[src/rtl/rl_ram_arb_pkg.sv]
// Shared helpers for the 1R1W RAM arbiter: packed-slice extraction and
// one-hot to binary conversion used to derive the winning requester index.
package rl_ram_arb_pkg;

    localparam int MAX_REQ = 16;
    localparam int IDX_W   = 4;
    localparam int VEC_W   = 2048;
    localparam int SLICE_W = 64;

    // Callers zero-extend their packed bus to VEC_W and truncate the result.
    function automatic logic [SLICE_W-1:0] get_slice(
        input logic [VEC_W-1:0] vec,
        input int               idx,
        input int               w
    );
        logic [VEC_W-1:0]   v_sh;
        logic [SLICE_W-1:0] v_res;
        v_sh  = vec >> (idx * w);
        v_res = '0;
        for (int i = 0; i < SLICE_W; i++) begin
            if (i < w) begin
                v_res[i] = v_sh[i];
            end
        end
        return v_res;
    endfunction

    function automatic logic [IDX_W-1:0] onehot2bin(input logic [MAX_REQ-1:0] oh);
        logic [IDX_W-1:0] v_bin;
        v_bin = '0;
        for (int i = 0; i < MAX_REQ; i++) begin
            if (oh[i]) begin
                v_bin = v_bin | IDX_W'(i);
            end
        end
        return v_bin;
    endfunction

endpackage

[src/rtl/rl_rr_arbiter.sv]
// Round-robin arbiter: first requester at or after the priority pointer wins;
// the pointer moves past the winner only when en is set.
module rl_rr_arbiter
    import rl_ram_arb_pkg::*;
#(
    parameter  int NREQ = 4,
    localparam int IW   = $clog2(NREQ)
) (
    input  logic            clk_i,
    input  logic            rst_i,
    input  logic [NREQ-1:0] req,
    input  logic            en,
    output logic [NREQ-1:0] gnt,
    output logic [IW-1:0]   idx
);

    logic [IW-1:0] r_ptr;

    always_comb begin
        logic v_found;
        int   v_k;
        gnt     = '0;
        v_found = 1'b0;
        v_k     = 0;
        for (int i = 0; i < NREQ; i++) begin
            v_k = int'(r_ptr) + i;
            if (v_k >= NREQ) begin
                v_k = v_k - NREQ;
            end
            if (!v_found && req[v_k]) begin
                gnt[v_k] = 1'b1;
                v_found  = 1'b1;
            end
        end
    end

    assign idx = IW'(onehot2bin(MAX_REQ'(gnt)));

    always_ff @(posedge clk_i or posedge rst_i) begin
        if (rst_i) begin
            r_ptr <= '0;
        end else if (en && (|req)) begin
            r_ptr <= (int'(idx) == NREQ - 1) ? '0 : IW'(int'(idx) + 1);
        end
    end

endmodule

[src/rtl/rl_ram_1r1w_arb.sv]
// Shares one 1R1W RAM between NREQ writers and NREQ readers with independent
// round-robin arbiters; reads colliding with a same-address write are stalled.
module rl_ram_1r1w_arb
    import rl_ram_arb_pkg::*;
#(
    parameter  int ABITS  = 10,
    parameter  int DBITS  = 32,
    parameter  int NREQ   = 4,
    localparam int BEBITS = (DBITS + 7) / 8,
    localparam int IW     = $clog2(NREQ)
) (
    input  logic                    clk_i,
    input  logic                    rst_i,
    input  logic [NREQ-1:0]         wreq_i,
    input  logic [NREQ*ABITS-1:0]   waddr_i,
    input  logic [NREQ*DBITS-1:0]   wdata_i,
    input  logic [NREQ*BEBITS-1:0]  wbe_i,
    output logic [NREQ-1:0]         wgnt_o,
    input  logic [NREQ-1:0]         rreq_i,
    input  logic [NREQ*ABITS-1:0]   raddr_i,
    output logic [NREQ-1:0]         rgnt_o,
    output logic [NREQ-1:0]         rvalid_o,
    output logic [DBITS-1:0]        rdata_o,
    output logic [ABITS-1:0]        ram_waddr_o,
    output logic [DBITS-1:0]        ram_din_o,
    output logic [BEBITS-1:0]       ram_be_o,
    output logic                    ram_we_o,
    output logic [ABITS-1:0]        ram_raddr_o,
    input  logic [DBITS-1:0]        ram_dout_i
);

    logic [ABITS-1:0]  w_waddr [NREQ];
    logic [DBITS-1:0]  w_wdata [NREQ];
    logic [BEBITS-1:0] w_wbe   [NREQ];
    logic [ABITS-1:0]  w_raddr [NREQ];

    generate
        for (genvar gi = 0; gi < NREQ; gi++) begin : g_unpack
            assign w_waddr[gi] = ABITS'(get_slice(VEC_W'(waddr_i), gi, ABITS));
            assign w_wdata[gi] = DBITS'(get_slice(VEC_W'(wdata_i), gi, DBITS));
            assign w_wbe[gi]   = BEBITS'(get_slice(VEC_W'(wbe_i), gi, BEBITS));
            assign w_raddr[gi] = ABITS'(get_slice(VEC_W'(raddr_i), gi, ABITS));
        end
    endgenerate

    logic [NREQ-1:0]  w_wgnt;
    logic [IW-1:0]    w_widx;
    logic             w_wany;
    logic [NREQ-1:0]  w_rcand;
    logic [IW-1:0]    w_ridx;
    logic             w_rany;
    logic [ABITS-1:0] w_rcand_addr;
    logic             w_hazard;
    logic [NREQ-1:0]  r_rgnt_q;

    rl_rr_arbiter #(.NREQ(NREQ)) u_warb (
        .clk_i (clk_i),
        .rst_i (rst_i),
        .req   (wreq_i),
        .en    (1'b1),
        .gnt   (w_wgnt),
        .idx   (w_widx)
    );

    // The read pointer is frozen on a hazard so the same candidate retries.
    rl_rr_arbiter #(.NREQ(NREQ)) u_rarb (
        .clk_i (clk_i),
        .rst_i (rst_i),
        .req   (rreq_i),
        .en    (!w_hazard),
        .gnt   (w_rcand),
        .idx   (w_ridx)
    );

    assign w_wany      = |wreq_i;
    assign wgnt_o      = w_wgnt;
    assign ram_we_o    = w_wany;
    assign ram_waddr_o = w_wany ? w_waddr[w_widx] : '0;
    assign ram_din_o   = w_wany ? w_wdata[w_widx] : '0;
    assign ram_be_o    = w_wany ? w_wbe[w_widx]   : '0;

    assign w_rany       = |rreq_i;
    assign w_rcand_addr = w_raddr[w_ridx];
    assign w_hazard     = ram_we_o && w_rany && (w_rcand_addr == ram_waddr_o);
    assign rgnt_o       = w_hazard ? '0 : w_rcand;
    assign ram_raddr_o  = w_rany ? w_rcand_addr : '0;

    always_ff @(posedge clk_i or posedge rst_i) begin
        if (rst_i) begin
            r_rgnt_q <= '0;
        end else begin
            r_rgnt_q <= rgnt_o;
        end
    end

    assign rvalid_o = r_rgnt_q;
    assign rdata_o  = ram_dout_i;

endmodule

[config.mk]
export PLATFORM = sky130hd
export DESIGN_NAME = rl_ram_1r1w_arb
export DESIGN_NICKNAME = d
export VERILOG_FILES = /design/src/rtl/rl_ram_arb_pkg.sv /design/src/rtl/rl_rr_arbiter.sv /design/src/rtl/rl_ram_1r1w_arb.sv
export SDC_FILE = /design/constraint.sdc
export NUM_CORES = 1
export LEC_CHECK = 0
export CORE_AREA = 4 4 141 143
export DETAILED_ROUTE_END_ITERATION = 8
export DIE_AREA = 0 0 145 147
export GPL_ROUTABILITY_DRIVEN = 0
export GPL_TIMING_DRIVEN = 0
export PLACE_DENSITY_LB_ADDON = 0.15
export SLEW_MARGIN = 20
export SYNTH_ARGS = -nofsm -noshare
export SYNTH_HDL_FRONTEND = slang
export SYNTH_SLANG_ARGS = --single-unit
[constraint.sdc]
create_clock -name clk_i -period 7.3 [get_ports clk_i]
set_clock_uncertainty 0.1 [all_clocks]
set_input_delay 2.19 -clock clk_i [delete_from_list [all_inputs] [get_ports clk_i]]
set_output_delay 2.19 -clock clk_i [all_outputs]
set_load 0.05 [all_outputs]
# After elaboration in Yosys (flattened, before gate mapping)
# Index checks and enable logic that the tools add are counted.
totals:
  regBits: 8
  inputBits: 266
  out_inout_bits: 101
  word_cells: 169
op_classes:
  add_sub_neg: 16
  n_lt_le_gt_ge: 26
  n_eq_ne: 3
  n_mux: 87
  bitwise: 8
  reduce_logical: 26
ops:
  columns: ["operator", "count"]
  rows:
  - ["32-bit 2-to-1 mux", 11]
  - ["32-bit by 1-bit greater-or-equal comparator with 1-bit output, second input constant", 8]
  - ["32-bit by 4-bit < comparator with 1-bit output, second input constant", 8]
  - ["32-bit by 4-bit greater-or-equal comparator with 1-bit output, second input constant", 6]
  - ["32-bit by 4-bit subtractor with 32-bit output, second input constant", 6]
  - ["32-bit binary-select mux with 2-bit select", 1]
  - ["10-bit 2-to-1 mux", 6]
  - ["4-bit 2-to-1 mux", 12]
  - ["10-bit binary-select mux with 2-bit select", 2]
  - ["1-bit 2-to-1 mux", 32]
  - ["4-bit bitwise OR", 6]
  - ["1-bit logical AND", 17]
  - ["1-bit binary-select mux with 2-bit select", 8]
  - ["1-bit demux with 2-bit select", 8]
  - ["2-bit by 2-bit adder with 3-bit output, second input constant", 4]
  - ["2-bit 2-to-1 mux", 6]
  - ["10-bit == test", 1]
  - ["4-bit binary-select mux with 2-bit select", 1]
  - ["4-bit OR reduction", 2]
  - ["2-bit by 3-bit subtractor with 4-bit output, second input constant", 2]
  - ["1-bit logical NOT", 7]
  - ["2-bit by 1-bit adder with 3-bit output, second input constant", 2]
  - ["2-bit by 3-bit greater-or-equal comparator with 1-bit output, second input constant", 2]
  - ["3-bit greater-or-equal comparator, second input constant", 2]
  - ["other kinds (3)", 6]

# Depth between registers and ports, before layout
depth:
  ltp_word: 27
  depth_mapped: 17
  mapped_depth_nobuf: 13

# Modules after synthesis
# From an unflattened synthesis, not the netlist that was laid out.
unflattened:
  hier_cells: 299
  area_unflattened_um2: 3255.6
modules_own_cells:
  columns: ["mod", "n_inst", "cells_each", "area_per_inst_um2", "seq_area_each_um2"]
  rows:
  - ["rl_ram_1r1w_arb", 1, 198, 2263.4, 100.1]
  - ["rl_rr_arbiter at u_warb", 1, 55, 533.0, 50.0]
  - ["rl_rr_arbiter at u_rarb", 1, 46, 459.2, 50.0]

# Worst setup path before layout
# OpenSTA, ideal clock, no wires.
synth_path:
  path_type: "input -> output"
  start: "input wreq_i[2]"
  end: "output rgnt_o[1]"
  t_arrival_ns: 6.199
  required_ns: 5.010
  slack_ns: -1.189
  path_stages: 12
  path_buffers: 4
  path_cell_list: "clkbuf_1 > mux4_2 > o41a_1 > o221a_2 > buf_2 > buf_2 > o22ai_1 > xnor2_1 > a211oi_2 > and3_1 > buf_4 > a31oi_1"
synth_via:
  elab_chain_len: 24
  word_cells_on_any_way: 41
  cone_classes: "eq/ne (1); mux (27); bitwise (4); reduce/logical (9)"
synth_rtl:
  columns: ["item", "line", "rtl"]
  rows:
  - ["start, declared", "rl_ram_1r1w_arb.sv:14", "input logic [NREQ-1:0] wreq_i,"]
  - ["1-bit binary-select mux with 2-bit select", "rl_rr_arbiter.sv:30", "if (!v_found && req[v_k]) begin"]
  - ["1-bit 2-to-1 mux (not written as such) (2 in series)", "rl_rr_arbiter.sv:30", null]
  - ["1-bit 2-to-1 mux", "rl_rr_arbiter.sv:30", null]
  - ["1-bit logical NOT", "rl_rr_arbiter.sv:30", null]
  - ["1-bit logical AND", "rl_rr_arbiter.sv:30", null]
  - ["1-bit 2-to-1 mux", "rl_rr_arbiter.sv:30", null]
  - ["1-bit logical NOT", "rl_rr_arbiter.sv:30", null]
  - ["1-bit logical AND", "rl_rr_arbiter.sv:30", null]
  - ["[... 7 more ...]", null, null]
  - ["2-bit inverter with 3-bit output (not written as such)", "rl_ram_1r1w_arb.sv:78", "assign ram_waddr_o = w_wany ? w_waddr[w_widx] : '0;"]
  - ["10-bit binary-select mux with 2-bit select", "rl_ram_1r1w_arb.sv:78", null]
  - ["10-bit 2-to-1 mux (not written as such) (2 in series)", "rl_ram_1r1w_arb.sv:78", null]
  - ["10-bit 2-to-1 mux *", "rl_ram_1r1w_arb.sv:78", null]
  - ["net ram_waddr_o[0]", "rl_ram_1r1w_arb.sv:24", "output logic [ABITS-1:0] ram_waddr_o,"]
  - ["10-bit == test *", "rl_ram_1r1w_arb.sv:84", "assign w_hazard = ram_we_o && w_rany && (w_rcand_addr == ram_waddr_o);"]
  - ["1-bit logical AND *", "rl_ram_1r1w_arb.sv:84", null]
  - ["4-bit 2-to-1 mux *", "rl_ram_1r1w_arb.sv:85", "assign rgnt_o = w_hazard ? '0 : w_rcand;"]
  - ["end, declared", "rl_ram_1r1w_arb.sv:21", "output logic [NREQ-1:0] rgnt_o,"]
# Mark *: on every way through the listed nets, which the timed path passes. The rest lies on a longest branch. The select of a mux whose other input is x is not followed.

# Worst setup path after layout
layout_path:
  start: "input wreq_i[3]"
  end: "output rgnt_o[1]"
layout_via:
  elab_chain_len: 24
  word_cells_on_any_way: 41
  cone_classes: "eq/ne (1); mux (27); bitwise (4); reduce/logical (9)"
layout_rtl:
  columns: ["item", "line", "rtl"]
  rows:
  - ["1-bit binary-select mux with 2-bit select", "rl_rr_arbiter.sv:30", null]
  - ["1-bit 2-to-1 mux (not written as such) (2 in series)", "rl_rr_arbiter.sv:30", null]
  - ["1-bit 2-to-1 mux", "rl_rr_arbiter.sv:30", null]
  - ["1-bit logical NOT", "rl_rr_arbiter.sv:30", null]
  - ["1-bit logical AND", "rl_rr_arbiter.sv:30", null]
  - ["1-bit 2-to-1 mux", "rl_rr_arbiter.sv:30", null]
  - ["1-bit logical NOT", "rl_rr_arbiter.sv:30", null]
  - ["1-bit logical AND", "rl_rr_arbiter.sv:30", null]
  - ["[... 5 more ...]", null, null]
  - ["2-bit 2-to-1 mux (2 in series)", "rl_ram_arb_pkg.sv:32", "if (oh[i]) begin"]
  - ["2-bit inverter with 3-bit output (not written as such)", "rl_ram_1r1w_arb.sv:78", null]
  - ["10-bit binary-select mux with 2-bit select", "rl_ram_1r1w_arb.sv:78", null]
  - ["10-bit 2-to-1 mux (not written as such) (2 in series)", "rl_ram_1r1w_arb.sv:78", null]
  - ["10-bit 2-to-1 mux", "rl_ram_1r1w_arb.sv:78", null]
  - ["10-bit == test", "rl_ram_1r1w_arb.sv:84", null]
  - ["1-bit logical AND *", "rl_ram_1r1w_arb.sv:84", null]
  - ["4-bit 2-to-1 mux *", "rl_ram_1r1w_arb.sv:85", null]
# Mark *: on every way between the ends. The rest lies on a longest branch, timed or not. The select of a mux whose other input is x is not followed.

==> flow_summary.json <==
{
  "outcome": "complete, but fails checks",
  "failed_checks": "negative setup slack",
  "track_usage": 0.210,
  "min_to": "u_rarb.r_ptr[1]",
  "slowest_delay_ns": 0.52,
  "synth_nets": 826,
  "drt-total-wl_um": 24200,
  "gr-total-overflow": 0,
  "crit_path_start_kind": "input port",
  "ys.warnings.count": 0,
  "drc_errors": 0,
  "insertion_delay_ns": 0.23,
  "grt_max_degree": 11,
  "fin_crit_sh": 1.05,
  "reg2reg_depth": 17,
  "cts_max_path_buffers": 2,
  "crit_buf_inv": 4,
  "nNetsFinal": 1179,
  "synth_edf_count": 0,
  "drive_gt1_frac": 0.318,
  "grt_pass1_wl_um": 35700,
  "rr_endpoint": "u_rarb.r_ptr[0]",
  "crit_required_ns": 5.01,
  "critPathCaptureType": "output port",
  "async_flop_share": 1.00,
  "core_um2": 18600,
  "crit_fanout": 10,
  "cts-root-buf": "clkbuf_16",
  "setup_ws_ns": -0.386,
  "hold-path-cell-count": 2,
  "rsz0062_at_grt": "true",
  "arrival_ns": 5.40,
  "cp_slowest_cell": "mux4_2",
  "die_h_um": 147,
  "synth_cells": 547,
  "detail-route-antenna-nets": 0,
  "tightest_slew_ns": 1.08,
  "reg2reg_slack_ns": 2.32,
  "syn_area_um2": 3840,
  "finalSetupViolCount": 4,
  "drt_iter0_markers": 179,
  "holdBufCountCts": 0,
  "wl_per_cell_um": 21.3,
  "start_util": 0.207,
  "hold_start": "u_rarb.r_ptr[1]",
  "crit_type": "in -> out",
  "vias_per_cell": 5.04,
  "min_period_ns": 7.69,
  "multi_input_area_um2": 4160,
  "antenna_found_initial": 2,
  "place_ws_ns": -1.39,
  "critPathTopFamily": "compound AO/OA/AOI/OAI gates",
  "ctsHtreeMaxLevel": 1,
  "dr_total_vias": 5712,
  "min_path_type": "reg -> reg",
  "cts_sinks": 8,
  "cap_violations": 0,
  "io_buffers": 326,
  "regArea_um2": 200,
  "synth_cell_types": 69,
  "ys_seq_area_frac": 0.0521,
  "synth-seq-cells": 8,
  "crit_path_frequent_cell": "buf_6",
  "postSynthAreaPerCell_um2": 7.02,
  "rr_startpoint": "u_rarb.r_ptr[0]",
  "whs_ns": 0.694,
  "dr.pass1.iters": 4,
  "slew_viol_final": 0,
  "nFillCells": 1803,
  "cts_inserted_buffers": 3,
  "row_count": 50,
  "dp_hpwl_um": 20200,
  "ios": 367,
  "synth-main-ff-cell": "dfrtp_1",
  "die-area_um2": 21300,
  "tritoncts": "yes",
  "path_clk_slew_ns": 0.04,
  "cp_cell_sequence": "clkbuf_8 -> mux4_2 -> and3b_2 -> a221oi_4 -> o211a_4 -> buf_6 -> mux2_4 -> o211a_4 -> xnor2_2 -> a211oi_1 -> and3_1 -> buf_6 -> a31oi_4 -> buf_6",
  "die_w_um": 145,
  "finalHoldViolations": 0,
  "max_slew_margin": 0.271,
  "fmax_mhz": 130,
  "area_growth_pct": 131,
  "grt_pass1_vias": 5768
}
synth_stat cells, drive strengths merged, types with 4 or more instances:
cell / n / area, um2
o22ai: 6 / 37.5
ha: 13 / 163
mux4: 6 / 135
nor3: 8 / 40.0
buf: 54 / 363
mux2i: 20 / 200
nand2: 93 / 349
nand3: 8 / 45.0
nor2b: 47 / 302
o21ai: 16 / 80.1
nor4: 6 / 37.5
a31oi: 4 / 25.0
nor2: 24 / 90.1
nand2b: 5 / 31.3
a221oi: 10 / 93.8
a32o: 4 / 40.0
a311oi: 37 / 324
a21oi: 8 / 40.0
a2111oi: 4 / 41.3
nand3b: 4 / 30.0
inv: 15 / 58.8
dfrtp: 8 / 200
and2: 9 / 56.3
xnor2: 6 / 52.6
mux2: 14 / 158
clkbuf: 27 / 101
a211oi: 40 / 310
or2: 4 / 25.0
area by class of cell:
type / instances / area share
Timing Repair Buffer: 348 / 0.383
Clock buffer: 3 / 0.00845
Multi-Input combinational cell: 442 / 0.468
Antenna cell: 1 / 0.000282
Tap cell: 234 / 0.0329
Sequential cell: 8 / 0.0225
Inverter: 16 / 0.00774
Buffer: 81 / 0.0767
worst max path at each step:
stage                    from        end  slack [ns]  depth (start not counted)
floorplan           wreq_i[2]  rgnt_o[1]       -0.21                         13
global placement    wreq_i[1]  rgnt_o[2]       -1.87                         12
CTS                 wreq_i[2]  rgnt_o[1]       -0.49                         16
finish              wreq_i[3]  rgnt_o[1]       -0.39                         14
detailed placement  wreq_i[1]  rgnt_o[2]       -1.39                         12
global route        rreq_i[1]  rgnt_o[1]       -0.52                         14
per-stage QoR:
step,cell area (um2),utilization,TNS (ns),cells
floorplan,4580,-,-0.571,547
global placement,8140,0.438,-58.94,1107
detailed placement,8150,0.439,-54.08,1108
CTS,8570,0.461,-1.90,1125
global route,8890,0.478,-2.22,1133
finish,8890,0.478,-1.48,1133
routing by layer:
layer / routed length [um] / up-vias / GRT usage
met5: 13 / - / 0
met4: 643 / 2 / 0.0489
met3: 1550 / 37 / 0.0379
met2: 12200 / 263 / 0.382
met1: 9770 / 2675 / 0.258
li1: - / 2735 / -
registers in the layout (all words and copies together), names as in the netlist:
name,cells
rvalid_o,4
u_warb.r_ptr,2
u_rarb.r_ptr,2
worst register-to-register path: stages, from the launching register on:
cell and delay [ns]:
dfrtp_1 0.50, buf_2 0.28, buf_2 0.28, inv_1 0.16
ha_1 0.41, mux2_2 0.42, mux2_2 0.31, or4b_4 0.53
nand3_4 0.17, buf_4 0.15, mux2i_1 0.22, mux2_2 0.21
xor2_1 0.25, a2111oi_4 0.09, and3_1 0.20, buf_6 0.14
buf_4 0.14, o41ai_1 0.30
placed cells by master, fill, tap and decap left out, types with 5 or more instances in the layout:
master / synthesis / final
a311oi_4: 0 / 34
nor3_1: 8 / 6
o21ai_0: 14 / 10
and2_1: 9 / 9
dlygate4sd2_1: 0 / 10
nand2_1: 93 / 91
nand3_1: 7 / 7
ha_1: 13 / 13
a221oi_2: 1 / 6
a211oi_1: 38 / 10
mux4_2: 6 / 6
a211oi_2: 2 / 29
buf_6: 2 / 39
a21oi_1: 8 / 8
inv_1: 14 / 14
nor2b_1: 46 / 46
mux2_2: 12 / 12
clkbuf_2: 0 / 7
clkdlybuf4s50_1: 0 / 265
buf_4: 35 / 68
nor2_1: 24 / 20
nand2b_1: 5 / 5
buf_2: 11 / 14
clkbuf_4: 0 / 6
clkbuf_8: 0 / 6
mux2i_1: 20 / 17
dfrtp_1: 8 / 8
cell families (layout without fill, tap and decap cells):
| kind of cell | after synthesis | in the layout | share of synthesized area |
|---|---|---|---|
| xor gates and xnor gates | 9 | 9 | 0.0205 |
| DFF | 8 | 8 | 0.0521 |
| adders and majority gates | 13 | 13 | 0.0423 |
| AOI/OAI and AO/OA | 158 | 158 | 0.330 |
| buffers and inverters | 97 | 448 | 0.137 |
| and+or+nand+nor | 222 | 222 | 0.290 |
| other | 0 | 1 | 0 |
| muxes | 40 | 40 | 0.128 |
what timing repair did:
action,4_1_cts,5_1_grt
pin swaps,13,10
gates cloned,0,0
resized for setup,357,91
setup buffers,14,7
setup endpoints to repair,61,57
Power is left out: the tool's default activity adds up to more than one toggle a clock period on the data nets, which glitch-free logic cannot reach.
